<file path="config.mk">
export PLATFORM = sky130hd
export DESIGN_NAME = rpsc_fault_latch_bank
export DESIGN_NICKNAME = d
export VERILOG_FILES = /design/src/rtl/rpsc_pkg.sv /design/src/rtl/rpsc_ff_chan.sv /design/src/rtl/rpsc_fault_latch_bank.sv
export SDC_FILE = /design/constraint.sdc
export NUM_CORES = 1
export LEC_CHECK = 0
export CORE_MARGIN = 3
export CORE_UTILIZATION = 45
export CTS_CLUSTER_SIZE = 14
export DETAILED_ROUTE_END_ITERATION = 6
export GPL_ROUTABILITY_DRIVEN = 0
export HOLD_SLACK_MARGIN = 0.15
export PLACE_DENSITY = 0.66
export SLEW_MARGIN = 10
export SYNTH_ARGS = -nofsm -noshare
export SYNTH_HDL_FRONTEND = slang
export SYNTH_SLANG_ARGS = --single-unit
</file>
<file path="constraint.sdc">
create_clock -name clk -period 2.2 [get_ports clk]
set_input_delay 0.33 -clock clk [delete_from_list [all_inputs] [get_ports clk]]
set_output_delay 0.33 -clock clk [all_outputs]
set_load 0.02 [all_outputs]
</file>
<file path="src/rtl/rpsc_pkg.sv">
// rtl/rpsc_pkg.sv - shared defaults and per-channel state type for the RPSC fault latch bank
package rpsc_pkg;

    localparam int RPSC_SYNC_STAGES = 2;
    localparam int RPSC_DEBOUNCE    = 4;
    localparam int RPSC_DB_CNT_W    = 8;

    typedef struct packed {
        logic [RPSC_DB_CNT_W-1:0] cnt;
        logic                     out;
        logic                     latch;
    } chan_state_t;

endpackage

</file>
<file path="src/rtl/rpsc_ff_chan.sv">
// rtl/rpsc_ff_chan.sv - one channel: synchroniser, debounce filter, live state and alarm latch
module rpsc_ff_chan
    import rpsc_pkg::*;
#(
    parameter int SYNC_STAGES = RPSC_SYNC_STAGES,
    parameter int DEBOUNCE    = RPSC_DEBOUNCE
) (
    input  logic clk_i,
    input  logic resetn_i,
    input  logic in_i,
    input  logic mask_i,
    input  logic ack_i,
    output logic out_o,
    output logic latch_o,
    output logic set_o
);

    localparam logic [RPSC_DB_CNT_W-1:0] CNT_LAST = RPSC_DB_CNT_W'(DEBOUNCE - 1);
    localparam logic [RPSC_DB_CNT_W-1:0] CNT_ONE  = RPSC_DB_CNT_W'(1);

    logic [SYNC_STAGES-1:0] sync_q, sync_d;
    chan_state_t            st_q, st_d;
    logic                   s;
    logic                   set;

    assign sync_d = {sync_q[SYNC_STAGES-2:0], in_i};
    assign s      = sync_q[SYNC_STAGES-1];
    assign set    = st_q.out & ~mask_i & ~st_q.latch;

    always_comb begin
        st_d = st_q;
        if (s == st_q.out) begin
            st_d.cnt = '0;
        end else if (st_q.cnt == CNT_LAST) begin
            st_d.out = s;
            st_d.cnt = '0;
        end else begin
            st_d.cnt = st_q.cnt + CNT_ONE;
        end
        // Set has priority over ack; ack only releases channels whose input has gone quiet.
        if (set) begin
            st_d.latch = 1'b1;
        end else if (ack_i && !st_q.out) begin
            st_d.latch = 1'b0;
        end
    end

    always_ff @(posedge clk_i) begin
        if (!resetn_i) begin
            sync_q <= '0;
            st_q   <= '0;
        end else begin
            sync_q <= sync_d;
            st_q   <= st_d;
        end
    end

    assign out_o   = st_q.out;
    assign latch_o = st_q.latch;
    assign set_o   = set;

endmodule

</file>
<file path="src/rtl/rpsc_fault_latch_bank.sv">
// rtl/rpsc_fault_latch_bank.sv - N-channel fault/permit latch card with first-fault capture and event counter
module rpsc_fault_latch_bank
    import rpsc_pkg::*;
#(
    parameter  int N_CH        = 8,
    parameter  int SYNC_STAGES = RPSC_SYNC_STAGES,
    parameter  int DEBOUNCE    = RPSC_DEBOUNCE,
    parameter  int CNT_W       = 8,
    localparam int IDX_W       = (N_CH > 1) ? $clog2(N_CH) : 1
) (
    input  logic             clk,
    input  logic             reset,
    input  logic             LA_Test,
    input  logic [N_CH-1:0]  in,
    input  logic [N_CH-1:0]  mask,
    input  logic             ack,
    output logic [N_CH-1:0]  out,
    output logic [N_CH-1:0]  LA,
    output logic             any_alarm,
    output logic             first_fault_valid,
    output logic [IDX_W-1:0] first_fault_idx,
    output logic [CNT_W-1:0] event_count
);

    logic [N_CH-1:0]  latch;
    logic [N_CH-1:0]  set;
    logic [N_CH-1:0]  retained;
    logic             any_set;
    logic [IDX_W-1:0] set_idx;

    logic             ff_valid_q, ff_valid_d;
    logic [IDX_W-1:0] ff_idx_q, ff_idx_d;
    logic [CNT_W-1:0] cnt_q, cnt_d;

    for (genvar i = 0; i < N_CH; i++) begin : g_chan
        rpsc_ff_chan #(
            .SYNC_STAGES(SYNC_STAGES),
            .DEBOUNCE   (DEBOUNCE)
        ) u_chan (
            .clk_i   (clk),
            .resetn_i(reset),
            .in_i    (in[i]),
            .mask_i  (mask[i]),
            .ack_i   (ack),
            .out_o   (out[i]),
            .latch_o (latch[i]),
            .set_o   (set[i])
        );
    end

    function automatic logic [IDX_W-1:0] lowest_idx(input logic [N_CH-1:0] v);
        lowest_idx = '0;
        for (int i = N_CH - 1; i >= 0; i--) begin
            if (v[i]) lowest_idx = IDX_W'(i);
        end
    endfunction

    assign any_set  = |set;
    assign set_idx  = lowest_idx(set);
    // Latches that survive this edge ignoring new sets; empty means ack releases the capture.
    assign retained = ack ? (latch & out) : latch;

    always_comb begin
        ff_valid_d = ff_valid_q;
        ff_idx_d   = ff_idx_q;
        if (ack && (retained == '0)) begin
            ff_valid_d = any_set;
            ff_idx_d   = any_set ? set_idx : '0;
        end else if (!ff_valid_q && any_set) begin
            ff_valid_d = 1'b1;
            ff_idx_d   = set_idx;
        end
    end

    always_comb begin
        cnt_d = cnt_q;
        if (any_set && (cnt_q != '1)) cnt_d = cnt_q + CNT_W'(1);
    end

    always_ff @(posedge clk) begin
        if (!reset) begin
            ff_valid_q <= 1'b0;
            ff_idx_q   <= '0;
            cnt_q      <= '0;
        end else begin
            ff_valid_q <= ff_valid_d;
            ff_idx_q   <= ff_idx_d;
            cnt_q      <= cnt_d;
        end
    end

    assign LA                = latch | {N_CH{LA_Test}};
    assign any_alarm         = |latch;
    assign first_fault_valid = ff_valid_q;
    assign first_fault_idx   = ff_idx_q;
    assign event_count       = cnt_q;

endmodule

</file>
==> results of run 1 <==
-- final cells by class --
| type | instances | area, um^2 | area share, % |
|---|---|---|---|
| Multi-Input combinational cell | 352 | 2190 | 41.4 |
| Sequential cell | 108 | 2160 | 40.9 |
| Timing Repair Buffer | 52 | 510 | 9.66 |
| Tap cell | 129 | 161 | 3.05 |
| Clock buffer | 10 | 138 | 2.60 |
| Inverter | 19 | 78.8 | 1.49 |
| Clock inverter | 6 | 47.5 | 0.899 |
-- cells in the final DEF, fill, tap and decap left out, types with 12 or more instances in the layout --
cell,count
xor2_1,45
a21oi_1,17
xnor2_1,12
clkdlybuf4s50_1,48
and2_1,16
o21ai_0,16
and3_1,18
dfxtp_1,108
nor2_1,79
nand3_1,50
nand2_1,14
inv_1,18
-- sequential cells by signal, indices dropped and copies added, names as in the netlist --
name                   flops
event_count                8
first_fault_idx            3
first_fault_valid          1
g_chan.u_chan.latch_o      8
g_chan.u_chan.out_o        8
g_chan.u_chan.st_q        64
g_chan.u_chan.sync_q      16
-- power by group through the flow --
| stage | Clock, uW | Combinational (uW) | Sequential, uW |
|---|---|---|---|
| finish | 1130 | 131 | 1980 |
| CTS | 1180 | 133 | 1980 |
| global placement | 0 | 131 | 2030 |
| detailed placement | 0 | 132 | 2030 |
| floorplan | 0 | 63.3 | 2020 |
| global route | 1250 | 145 | 1980 |
-- critical path: stages --
cell and delay [ns]:
clkdlybuf4s50_1 0.40, buf_4 0.16, or2_2 0.29, clkdlybuf4s50_1 0.54
-- routing by layer --
metal  share of wire, %  vias up  track usage (%)
met5                  0        -                0
met4                1.8        0             6.29
met3                5.4       14             4.98
met2                 43       61             25.2
met1                 50     1564             21.7
li1                   -     1764                -
-- logic make-up (layout without fill, tap and decap cells) --
family	after synthesis	in the layout
and+or+nand+nor	230	230
muxes	9	9
xor gates and xnor gates	57	57
adders and majority gates	9	9
AOI/OAI and AO/OA	47	47
DFF	108	108
buffers and inverters	35	87
-- what timing repair did --
item,4_1_cts,5_1_grt
hold buffers,0,0
resized for setup,1,1
endpoints found under the setup margin,1,1
hold endpoints to repair,0,0
-- worst max-delay path by stage --
| stage | from | end | slack, ns |
|---|---|---|---|
| 2_1_floorplan | g_chan[0].u_chan.out_o$_SDFFE_PN0P_ | event_count[4]$_SDFFE_PN0P_ | 0.59 |
| 3_3_place_gp | mask[3] | event_count[4]$_SDFFE_PN0P_ | 0.09 |
| 3_5_place_dp | mask[2] | event_count[4]$_SDFFE_PN0P_ | 0.07 |
| 4_1_cts | g_chan[7].u_chan.latch_o$_SDFFE_PN0P_ | any_alarm | 0.08 |
| 5_1_grt | g_chan[7].u_chan.latch_o$_SDFFE_PN0P_ | any_alarm | 0.03 |
| 6_report | LA_Test | LA[2] | 0.14 |
-- through the flow --
stage          std cells  setup WS, ns
6_report             676         0.144
5_1_grt              676        0.0283
4_1_cts              676        0.0824
3_5_place_dp         660        0.0687
3_3_place_gp         660        0.0862
2_1_floorplan        495         0.587
==> impl_metrics.json, run 1 <==
{
  "synth_area_leaders": "dfxtp_1 (48%), xor2_1 (8.7%), nor2_1 (6.6%)",
  "clk_latency_ns": 0.37,
  "p_int_uw": 2490,
  "ys_warn_count": 0,
  "whs_path_depth": 1,
  "grt_pass1_vias": 3257,
  "htree_levels": 3,
  "cts_setup_buffers": 0,
  "finalHoldViolations": 0,
  "period_share_pct": 93.5,
  "yosys.area_share.adder_pct": 2.49,
  "synth-compound-area-share_pct": 6.48,
  "power_uw": 3240,
  "fillers": 872,
  "core_area_um2": 9500,
  "drt_iter0_markers": 115,
  "die_h_um": 106,
  "num_rows": 35,
  "tritoncts": "yes",
  "worstSetupPathType": "input pin to output port",
  "p_leak_uw": 0.00206,
  "fin_nets": 571,
  "layout-drive-gt1-share_pct": 6.58,
  "cts.sinks": 108,
  "synth_top_area_share_pct": 47.9,
  "wire_per_inst_um": 12.9,
  "syn_to_final_growth_pct": 17.1,
  "synth_simple_gate_area_share_pct": 26.1,
  "num_antenna_cells": 0,
  "synth_common_cells": "dfxtp_1 (108), nor2_1 (79), nand3_1 (50)",
  "drc": 0,
  "switching_share_pct": 23.2,
  "synth_xor_xnor_area_share_pct": 11.1,
  "worst_clock_skew_ns": 0.0105,
  "clockPowerShare_pct": 34.9,
  "async_flop_share_pct": 0,
  "drt_first_pass_iters": 4,
  "final_cell_area_um2": 5290,
  "p_comb_share_pct": 4.0,
  "syn_inst": 495,
  "ant_nets": 0,
  "fin_crit_ns": 2.06,
  "worstPathMaxFanout": 8,
  "syn_area_um2": 4520,
  "root_buffer": "clkbuf_8",
  "clock.fmax_ghz": 0.486,
  "die_w_um": 106,
  "io_pins": 49,
  "synth-main-ff-cell": "dfxtp_1",
  "start_util_pct": 47.5,
  "clkTransAtPathRegs_ns": 0.09,
  "tightest_slew_ns": 0.456,
  "synth_edf_count": 0,
  "synth_top_family_by_area": "simple AND/OR/NAND/NOR gates",
  "grtUsageTotal_pct": 16.5,
  "worstReg2RegStart": "g_chan[3].u_chan.out_o$_SDFFE_PN0P_",
  "hold_path.class": "flip-flop to flip-flop",
  "outcome": "complete, no violations",
  "setup-tns-final_ns": 0,
  "vias": 3403,
  "fin_util_pct": 55.6,
  "power_density_nw_per_um2": 614,
  "io_buffers": 48,
  "avgSynthCellArea_um2": 9.12,
  "arrival_ns": 1.73,
  "setup_violations": 0,
  "reg2reg_slack_ns": 0.38,
  "mappedNetlistNets": 524,
  "die_area_um2": 11300,
  "r2r_end": "event_count[7]$_SDFFE_PN0P_",
  "synth_seq_cells": 108,
  "grt_pass1_wl_um": 15100,
  "via_per_inst": 5.03,
  "slew_headroom_pct": 69.4,
  "synth.most_common_cell": "dfxtp_1",
  "slew_violations": 0,
  "rsz0062_at_grt": "false",
  "placed_area_um2": 5090,
  "whs_ns": 0.439,
  "holdPathEnd": "g_chan[2].u_chan.sync_q[1]$_SDFF_PN0_",
  "grt_overflow": 0,
  "cts-buffers-inserted": 9,
  "routed_wl_um": 8710,
  "antenna_found_initial": 0,
  "p_seq_share_pct": 61.1,
  "dp_hpwl_um": 6200,
  "endpoint_kind": "output port",
  "netSwitchingPower_uw": 753,
  "synth.distinct_cells": 44,
  "cp.required_ns": 1.87,
  "critPathLaunchType": "input pin",
  "cts_buffer_depth": 2,
  "max_cap_viol_count": 0,
  "yosys.area.top_type": "dfxtp_1",
  "ys_seq_area_share_pct": 47.9,
  "max-vdd-ir-drop_mv": 0.406,
  "muxShareOfSynthArea_pct": 2.00,
  "min_from": "g_chan[2].u_chan.sync_q[0]$_SDFF_PN0_",
  "r2r_cells": 6,
  "grt_max_degree": 29
}
No activity file was read; power rests on OpenSTA's default activity.
==> run 2: changes to the inputs <==
--- a/config.mk
+++ b/config.mk
@@ -5,13 +5,14 @@
 export SDC_FILE = /design/constraint.sdc
 export NUM_CORES = 1
 export LEC_CHECK = 0
+export CAP_MARGIN = 20
 export CORE_MARGIN = 3
-export CORE_UTILIZATION = 45
+export CORE_UTILIZATION = 55
 export CTS_CLUSTER_SIZE = 14
 export DETAILED_ROUTE_END_ITERATION = 6
 export GPL_ROUTABILITY_DRIVEN = 0
 export HOLD_SLACK_MARGIN = 0.15
-export PLACE_DENSITY = 0.66
+export PLACE_DENSITY = 0.78
 export SLEW_MARGIN = 10
 export SYNTH_ARGS = -nofsm -noshare
 export SYNTH_HDL_FRONTEND = slang
==> run 2 against run 1 <==
Count of clock-buffer cells in the layout grew 1. Non-clock buffer count did not move. Sequential cell count did not move. Design area fell by 0.31%. Critical path depth unchanged. Utilization grew 12 points. Final cell count decreased by 4.0%. Critical path type unchanged. Critical endpoint is now LA[0]. Largest cell class unchanged.
==> impl_metrics.json, run 2 (synthesis gave the netlist of run 1 again) <==
{
  "outcome": "complete, no violations",
  "period_share_pct": 93.8,
  "critPathLaunchType": "input pin",
  "die_w_um": 96.6,
  "slew_headroom_pct": 65.5,
  "reg.largest.list": "g_chan.u_chan.st_q x64, g_chan.u_chan.sync_q x16",
  "critPathLaunch": "LA_Test",
  "hold_buffers": 0,
  "met3_usage_pct": 3.82,
  "setup-tns-final_ns": 0,
  "cp.required_ns": 1.87,
  "vias": 3480,
  "tightest_slew_ns": 0.513,
  "min_from": "g_chan[2].u_chan.sync_q[0]$_SDFF_PN0_",
  "rsz0062_at_grt": "false",
  "worstPathMaxFanout": 8,
  "setup_violations": 0,
  "path_cells": "clkdlybuf4s50_1, buf_4, or2_2, clkdlybuf4s50_1",
  "endpoint_kind": "output port",
  "htree_levels": 3,
  "largest_reg_flops": 64,
  "slowest_stage": "clkdlybuf4s50_1",
  "max-vdd-ir-drop_mv": 0.415,
  "max_cap_viol_count": 0,
  "worstSetupPathType": "input pin to output port",
  "slew_violations": 0,
  "worst_clock_skew_ns": 0.00998,
  "grtUsageTotal_pct": 18.4,
  "via_per_inst": 5.36,
  "dp_hpwl_um": 6200,
  "die_area_um2": 9330,
  "clock.fmax_ghz": 0.485,
  "final_cell_mix": "dfxtp_1 (108), nor2_1 (79), nand3_1 (50)",
  "start_util_pct": 57.5,
  "fin_ws_ns": 0.137,
  "fin_nets": 571,
  "hold_path.class": "flip-flop to flip-flop",
  "p_leak_uw": 0.00206,
  "final_common_cell": "dfxtp_1",
  "die_h_um": 96.6,
  "dp.cells": 633,
  "whs_ns": 0.441,
  "clk_latency_ns": 0.35,
  "fin_crit_ns": 2.06,
  "grt_pass1_vias": 3226,
  "drt_iter0_markers": 149,
  "cts_buffer_depth": 2,
  "io_buffers": 48,
  "grt_pass1_wl_um": 14500,
  "top_register": "g_chan.u_chan.st_q",
  "clockPowerShare_pct": 36.9,
  "p_seq_share_pct": 59.2,
  "fin_cells": 649,
  "num_rows": 32,
  "p_comb_share_pct": 3.9,
  "clkTransAtPathRegs_ns": 0.10,
  "drc": 0,
  "power_density_nw_per_um2": 635,
  "pre_cts_slack_ns": 0.0559,
  "p_int_uw": 2630,
  "grt_use_met2_pct": 30.9,
  "num_antenna_cells": 0,
  "core_area_um2": 7850,
  "syn_to_final_growth_pct": 16.7,
  "met1_usage_pct": 24.0,
  "cpMostUsedCell": "clkdlybuf4s50_1",
  "grt_overflow": 0,
  "reg2reg_slack_ns": 0.36,
  "cts-buffers-inserted": 9,
  "drt_first_pass_iters": 5,
  "grt_max_degree": 29,
  "cts.sinks": 108,
  "arrival_ns": 1.73,
  "fillers": 630,
  "layout-drive-gt1-share_pct": 6.58,
  "grt.busiest_layer": "met2",
  "seqCellArea_um2": 2160,
  "wire_per_inst_um": 13.4,
  "netSwitchingPower_uw": 720,
  "io_pins": 49,
  "tritoncts": "yes",
  "ant_nets": 0,
  "multi_input_area_um2": 2180,
  "root_buffer": "clkbuf_8",
  "critical_path.max_stage_delay_ns": 0.54,
  "antenna_found_initial": 0,
  "cts_setup_buffers": 0,
  "worstReg2RegStart": "g_chan[1].u_chan.out_o$_SDFFE_PN0P_",
  "cts_resized": 0,
  "finalHoldViolations": 0,
  "switching_share_pct": 21.5,
  "routed_wl_um": 8700
}
-- run 2: cell types whose count changed in the layout (fill, tap and decap cells not counted), sizes merged --
| cell | before | now |
|---|---|---|
| clkinv | 3 | 0 |
| clkinvlp | 1 | 4 |
| inv | 21 | 19 |
| bufinv | 0 | 1 |
| clkbuf | 10 | 11 |
-- run 2: power groups by stage --
stage	Clock (uW)	Sequential (uW)	Combinational, uW
floorplan	0	2020	63.3
global placement	0	2030	130
global route	1330	1980	142
finish	1240	1980	131
detailed placement	0	2030	131
CTS	1260	1980	132
-- run 2: final timing paths --
kind	endpoint	depth (start not counted)
max	LA[0]	4
min	g_chan[2].u_chan.sync_q[1]$_SDFF_PN0_	1
max reg2reg	event_count[7]$_SDFFE_PN0P_	6
min reg2reg	g_chan[2].u_chan.sync_q[1]$_SDFF_PN0_	1
-- run 2: layout make-up --
class	count	area share, %
Clock inverter	5	1.14
Inverter	19	1.50
Sequential cell	108	41.0
Multi-Input combinational cell	352	41.4
Tap cell	102	2.42
Timing Repair Buffer	52	9.69
Clock buffer	11	2.87
-- run 2: per-stage QoR --
step | power, uW | utilization [%] | cell area (um^2)
6_report | 3350 | 67.2 | 5270
5_1_grt | 3460 | 67.2 | 5270
4_1_cts | 3370 | 67.1 | 5260
3_5_place_dp | 2160 | 64.4 | 5050
3_3_place_gp | 2160 | 64.4 | 5050
2_1_floorplan | 2090 | - | 4520
-- run 2: critical path, delay by kind of cell --
| family | cells | cell delay, ns |
|---|---|---|
| and+or+nand+nor | 1 | 0.29 |
| buffers and inverters | 3 | 1.11 |
-- run 2: layer usage --
metal,routed length (um),share of wire (%)
met2,4180,48
met1,4090,47
met3,344,4.0
met5,0,0
met4,82,0.94
==> edit 1, RTL diff (flow settings as in run 1) <==
Set the parameter `CNT_W` to 6 (it was 8).
--- a/src/rtl/rpsc_fault_latch_bank.sv
+++ b/src/rtl/rpsc_fault_latch_bank.sv
@@ -5,7 +5,7 @@
     parameter  int N_CH        = 8,
     parameter  int SYNC_STAGES = RPSC_SYNC_STAGES,
     parameter  int DEBOUNCE    = RPSC_DEBOUNCE,
-    parameter  int CNT_W       = 8,
+    parameter  int CNT_W       = 6,
     localparam int IDX_W       = (N_CH > 1) ? $clog2(N_CH) : 1
 ) (
     input  logic             clk,
Interface: changed (resized event_count); port bits go from 49 to 47. The function was not compared with the original's and may differ.
==> edit 1 against run 1 <==
  * Via count down 2.5%
  * Routed wire length down 3.5%
  * Area after synthesis down 2.4%
  * Sequential cell count down 2
  * Critical path depth down 1
  * Non-clock buffer count up 4
  * Synthesized cell count down 3.4%
  * Setup slack better by 0.037 ns
  * Power down 2.3%
  * Cell area down 1.6%
  * Critical path type is now flop to output pin
  * Critical endpoint is now any_alarm
==> edit 1: results (changes against run 1) <==
metric;value;unit;change
Crit. Startpoint;g_chan[6].u_chan.latch_o$_SDFFE_PN0P_;;
Sw Pwr;0.693;mW;-7.9%
biggest regs;g_chan.u_chan.st_q: 64 flops, g_chan.u_chan.sync_q: 16 flops;;
Tot GR Track Use;0.161;;-0.00309
Largest register FFs;64;;unchanged
Final Routed Wirelength;8400;um;-3.5%
CP Max Fanout;6;;-2
RR Startpoint;g_chan[1].u_chan.out_o$_SDFFE_PN0P_;;
Hold Slack;0.439;ns;+0.0000960 ns
placed instance count;650;;-1.5%
LEAKAGE;2.05;nW;-0.74%
Area after DPL;5020;um^2;-1.3%
Pre-Repair DR Iteration Count;4;;unchanged
post-cts resize count;0;;-1
IR drop worst, VDD;0.000422;V;+3.9%
pin count of the biggest net entering global routing;21;;-28%
Reg-to-Reg End;event_count[1]$_SDFFE_PN0P_;;
Port Buf Inserts;46;;-4.2%
Ys Warns;0;;unchanged
Diodes inserted;0;;unchanged
global-route wire length before repair;14600;um;-3.2%
DR vias;3317;;-2.5%
Routed wire per std cell;12.6;um;-2.0%
H-tree depth;3;;unchanged
initial DRC count;141;;+23%
layout cells sized above 1;0.0745;;+0.00867
Critical Path AT;1.69;ns;-0.04 ns
max-slew violations;0;;unchanged
root buffer cell;clkbuf_8;;
ys async rst share;0;;unchanged
Synth cell types;42;;-4.5%
Clk Latency, worst-skew pair;0.37;ns;about the same
Filler cells;885;;+1.5%
vias in the first global route;3196;;-1.9%
Clock transition at path regs;0.10;ns;
DP HPWL;6180;um;-0.44%
Setup Skew;0.0108;ns;+0.000295 ns
status;completed;;
crit path launch type;flop;;
Syn Area/Cell;9.22;um^2;+1.1%
Reg2Reg Setup Slack;0.29;ns;-0.09 ns
top post-synthesis cells by area;dfxtp_1, xor2_1, nor2_1;;
post-synthesis net count;507;;-3.2%
Num CTS Buffers;9;;unchanged
post-synthesis sequential area ratio;0.482;;+0.00274
worst setup path endpoint;any_alarm;;
Worst R2R Path Depth;5;;-1
clock buffer depth;2;;unchanged
Hold Startpoint;g_chan[0].u_chan.sync_q[0]$_SDFF_PN0_;;
pre-CTS WS;-0.0822;ns;-0.151 ns
Tcrit/Tclk final;0.918;;-0.0168
Post-synth top cells;dfxtp_1, nor2_1, nand3_1, xor2_1, inv_1;;
Layout Nets;561;;-1.8%
Tightest Pin Transition;0.445;ns;-0.0111 ns
edit 1: changes by cell type after synthesis, sizes merged, moves of 3 or more:
| cell | run 1 | this run |
|---|---|---|
| a21oi | 17 | 13 |
| and3 | 18 | 15 |
| nand3 | 50 | 47 |
| nor3 | 6 | 9 |
| nor3b | 4 | 9 |
| o21ai | 16 | 10 |
edit 1: cells by family (layout without fill, tap and decap cells):
family | count (synthesis) | in the layout | share of synthesized area
AOI/OAI and AO/OA | 37 | 37 | 0.0554
buffers and inverters | 32 | 91 | 0.0349
xor gates and xnor gates | 57 | 57 | 0.113
DFF | 106 | 106 | 0.482
muxes | 9 | 9 | 0.0204
and+or+nand+nor | 228 | 228 | 0.269
adders and majority gates | 9 | 9 | 0.0256
edit 1: area by class of cell:
cell class,count,share of cell area
timing repair buffer,56,0.103
clock buffer,12,0.0298
tap,129,0.0310
inverter,19,0.0137
clock inverter,4,0.00505
multi-input combinational,340,0.410
sequential,106,0.408
edit 1: critical path, cell delays in order (launching register included):
cell             delay (ns)
dfxtp_1                0.39
nor4_1                 0.30
nand2_1                0.08
clkdlybuf4s50_1        0.55
edit 1: metal layers:
layer,GRT usage,share of wire,up-vias
li1,-,-,1704
met1,0.204,0.48,1547
met2,0.264,0.46,54
met3,0.0513,0.048,12
met4,0.0478,0.013,0
met5,0,0,-
edit 1: power groups by stage:
| stage | Combinational, mW | Clock (mW) | Sequential, mW |
|---|---|---|---|
| 6_report | 0.130 | 1.10 | 1.94 |
| 4_1_cts | 0.131 | 1.14 | 1.95 |
| 5_1_grt | 0.142 | 1.22 | 1.95 |
| 3_3_place_gp | 0.129 | 0 | 1.99 |
| 2_1_floorplan | 0.0597 | 0 | 1.99 |
| 3_5_place_dp | 0.130 | 0 | 1.99 |
edit 1: worst min-delay path by stage:
| stage | endpoint | cells after the start |
|---|---|---|
| after floorplan | g_chan[0].u_chan.sync_q[1]$_SDFF_PN0_ | 1 |
| after global routing | g_chan[2].u_chan.sync_q[1]$_SDFF_PN0_ | 1 |
| after detailed placement | g_chan[2].u_chan.sync_q[1]$_SDFF_PN0_ | 1 |
| after global placement | g_chan[7].u_chan.sync_q[1]$_SDFF_PN0_ | 1 |
| after CTS | g_chan[0].u_chan.sync_q[1]$_SDFF_PN0_ | 1 |
| final | g_chan[0].u_chan.sync_q[1]$_SDFF_PN0_ | 1 |
edit 1: stage by stage:
step	utilization	power, mW
after floorplan	-	2.05
after global placement	0.536	2.12
after detailed placement	0.536	2.12
after CTS	0.555	3.22
after global routing	0.555	3.31
final	0.555	3.17
==> edit 2, RTL diff (flow settings as in run 1) <==
Without the edit above. Register the output `event_count` once more, cleared by the reset; this adds one clock of latency there. The other outputs are not delayed to match.
--- a/src/rtl/rpsc_fault_latch_bank.sv
+++ b/src/rtl/rpsc_fault_latch_bank.sv
@@ -93,7 +93,13 @@
     assign any_alarm         = |latch;
     assign first_fault_valid = ff_valid_q;
     assign first_fault_idx   = ff_idx_q;
-    assign event_count       = cnt_q;
+    always_ff @(posedge clk) begin
+        if (!reset) begin
+            event_count <= '0;
+        end else begin
+            event_count <= cnt_q;
+        end
+    end
 
 endmodule
 
Formal check against the unedited RTL: not equivalent (Yosys sat finds a counterexample within 10 cycles, from zero or initial values and one cycle with reset low).
==> edit 2 against run 1 <==
  * Setup slack got worse by 0.036 ns
  * Final cell count up 6.4%
  * Synthesized cell count is 3.2% higher
  * Power is 58% higher
  * Area after synthesis up 4.5%
  * Sequential cell count is 8 higher
  * Cell area up 13%
  * Die area increased by 4.3%
  * Core utilization is 4.3 points higher
  * Routed wire length rose by 5.4%
  * Critical endpoint is now LA[1]
  * Highest routed layer unchanged
==> edit 2: results (changes against run 1) <==
metric;value;unit;change
pin count of the biggest net entering global routing;25;;-14%
mux share of post-synthesis cell area;0.0215;;+0.00152
Synth cell types;46;;+4.5%
area of the multi-input gates;2230;um^2;+2.1%
Clock transition at path regs;0.06;ns;-0.03 ns
Multi-In Gates;361;;+2.6%
Final Routed Wirelength;9180;um;+5.4%
post-synthesis net count;540;;+3.1%
Reg-to-Reg End;cnt_q[3]$_SDFFE_PN0P_;;
Tightest Pin Transition;0.400;ns;-0.0556 ns
Critical Path AT;1.76;ns;+0.03 ns
Seq power;2.13;mW;+8%
highest metal used;met4;;
Setup Skew;0.00611;ns;-0.00440 ns
ys async rst share;0;;unchanged
WHS Endpoint;g_chan[0].u_chan.sync_q[0]$_SDFF_PN0_;;
IR drop worst, VDD;0.000597;V;+47%
RR Startpoint;g_chan[0].u_chan.out_o$_SDFFE_PN0P_;;
Sw Pwr;1.06;mW;+41%
post-synthesis compound-gate area fraction;0.0549;;-0.00997
placed instance count;687;;+4.1%
DRT met1 WL;4380;um;+1.2%
Comb power;0.138;mW;+5%
Crit. Startpoint;g_chan[1].u_chan.latch_o$_SDFFE_PN0P_;;
post-synthesis adder-cell area fraction;0.0239;;-0.00108
Worst Hold Class;primary input to flop;;
post-cts resize count;0;;-1
global-route wire length before repair;16100;um;+6.6%
DP HPWL;6610;um;+6.6%
Hold Startpoint;in[0];;
Layout Nets;602;;+5.4%
Tot GR Track Use;0.175;;+0.00991
XOR/XNOR Fraction of Synth Area;0.106;;-0.00481
hold depth;2;;+1
CP Max Fanout;7;;-1
Global Route met2 Usage;0.271;;+0.0185
status;completed;;
top post-synthesis cells by area;dfxtp_1, xor2_1, nor2_1;;
Signal buffers;58;;+12%
met3 WL;510;um;+8.1%
clock buf count;18;;+8
pre-CTS WS;0.0494;ns;-0.0193 ns
Layout non-clock buf frac;0.0952;;-0.00139
Syn Inst Count;511;;+3.2%
Post-synth top cells;dfxtp_1, nor2_1, nand3_1, xor2_1, and2_1;;
Hold Slack;0.395;ns;-0.0445 ns
Clk Latency, worst-skew pair;0.51;ns;+0.14 ns
initial DRC count;151;;+31%
Num CTS Buffers;17;;+8
Clock-cell share;0.105;;+0.0702
TritonCTS Sinks;116;;+7.4%
H-tree depth;4;;+1
Reg2Reg Setup Slack;0.39;ns;
post-synthesis sequential area ratio;0.492;;+0.0131
worst setup path endpoint;LA[1];;
-- edit 2: cell types whose count changed in the layout (fill, tap and decap cells not counted), moves of 3 or more --
| cell | run 1 | this run |
|---|---|---|
| bufinv_16 | 0 | 4 |
| clkinvlp_4 | 1 | 4 |
| nand3_1 | 50 | 47 |
| clkbuf_8 | 10 | 2 |
| buf_4 | 4 | 9 |
| nor3b_1 | 4 | 7 |
| clkbuf_16 | 0 | 16 |
| dfxtp_1 | 108 | 116 |
| and2_1 | 16 | 25 |
| o21ai_0 | 16 | 11 |
| and3_1 | 18 | 14 |
-- edit 2: per-stage QoR --
stage          cell area, um^2  power (mW)
3_3_place_gp              5360        2.31
6_report                  5990        5.13
3_5_place_dp              5360        2.32
2_1_floorplan             4720        2.23
5_1_grt                   5990        5.33
4_1_cts                   5990        5.20
-- edit 2: critical path: cells and delay by family, from the launching register on --
kind                   cells  cell delay [ns]
buffers and inverters      1             0.54
flip-flops                 1             0.38
AND/OR/NAND/NOR            1             0.33
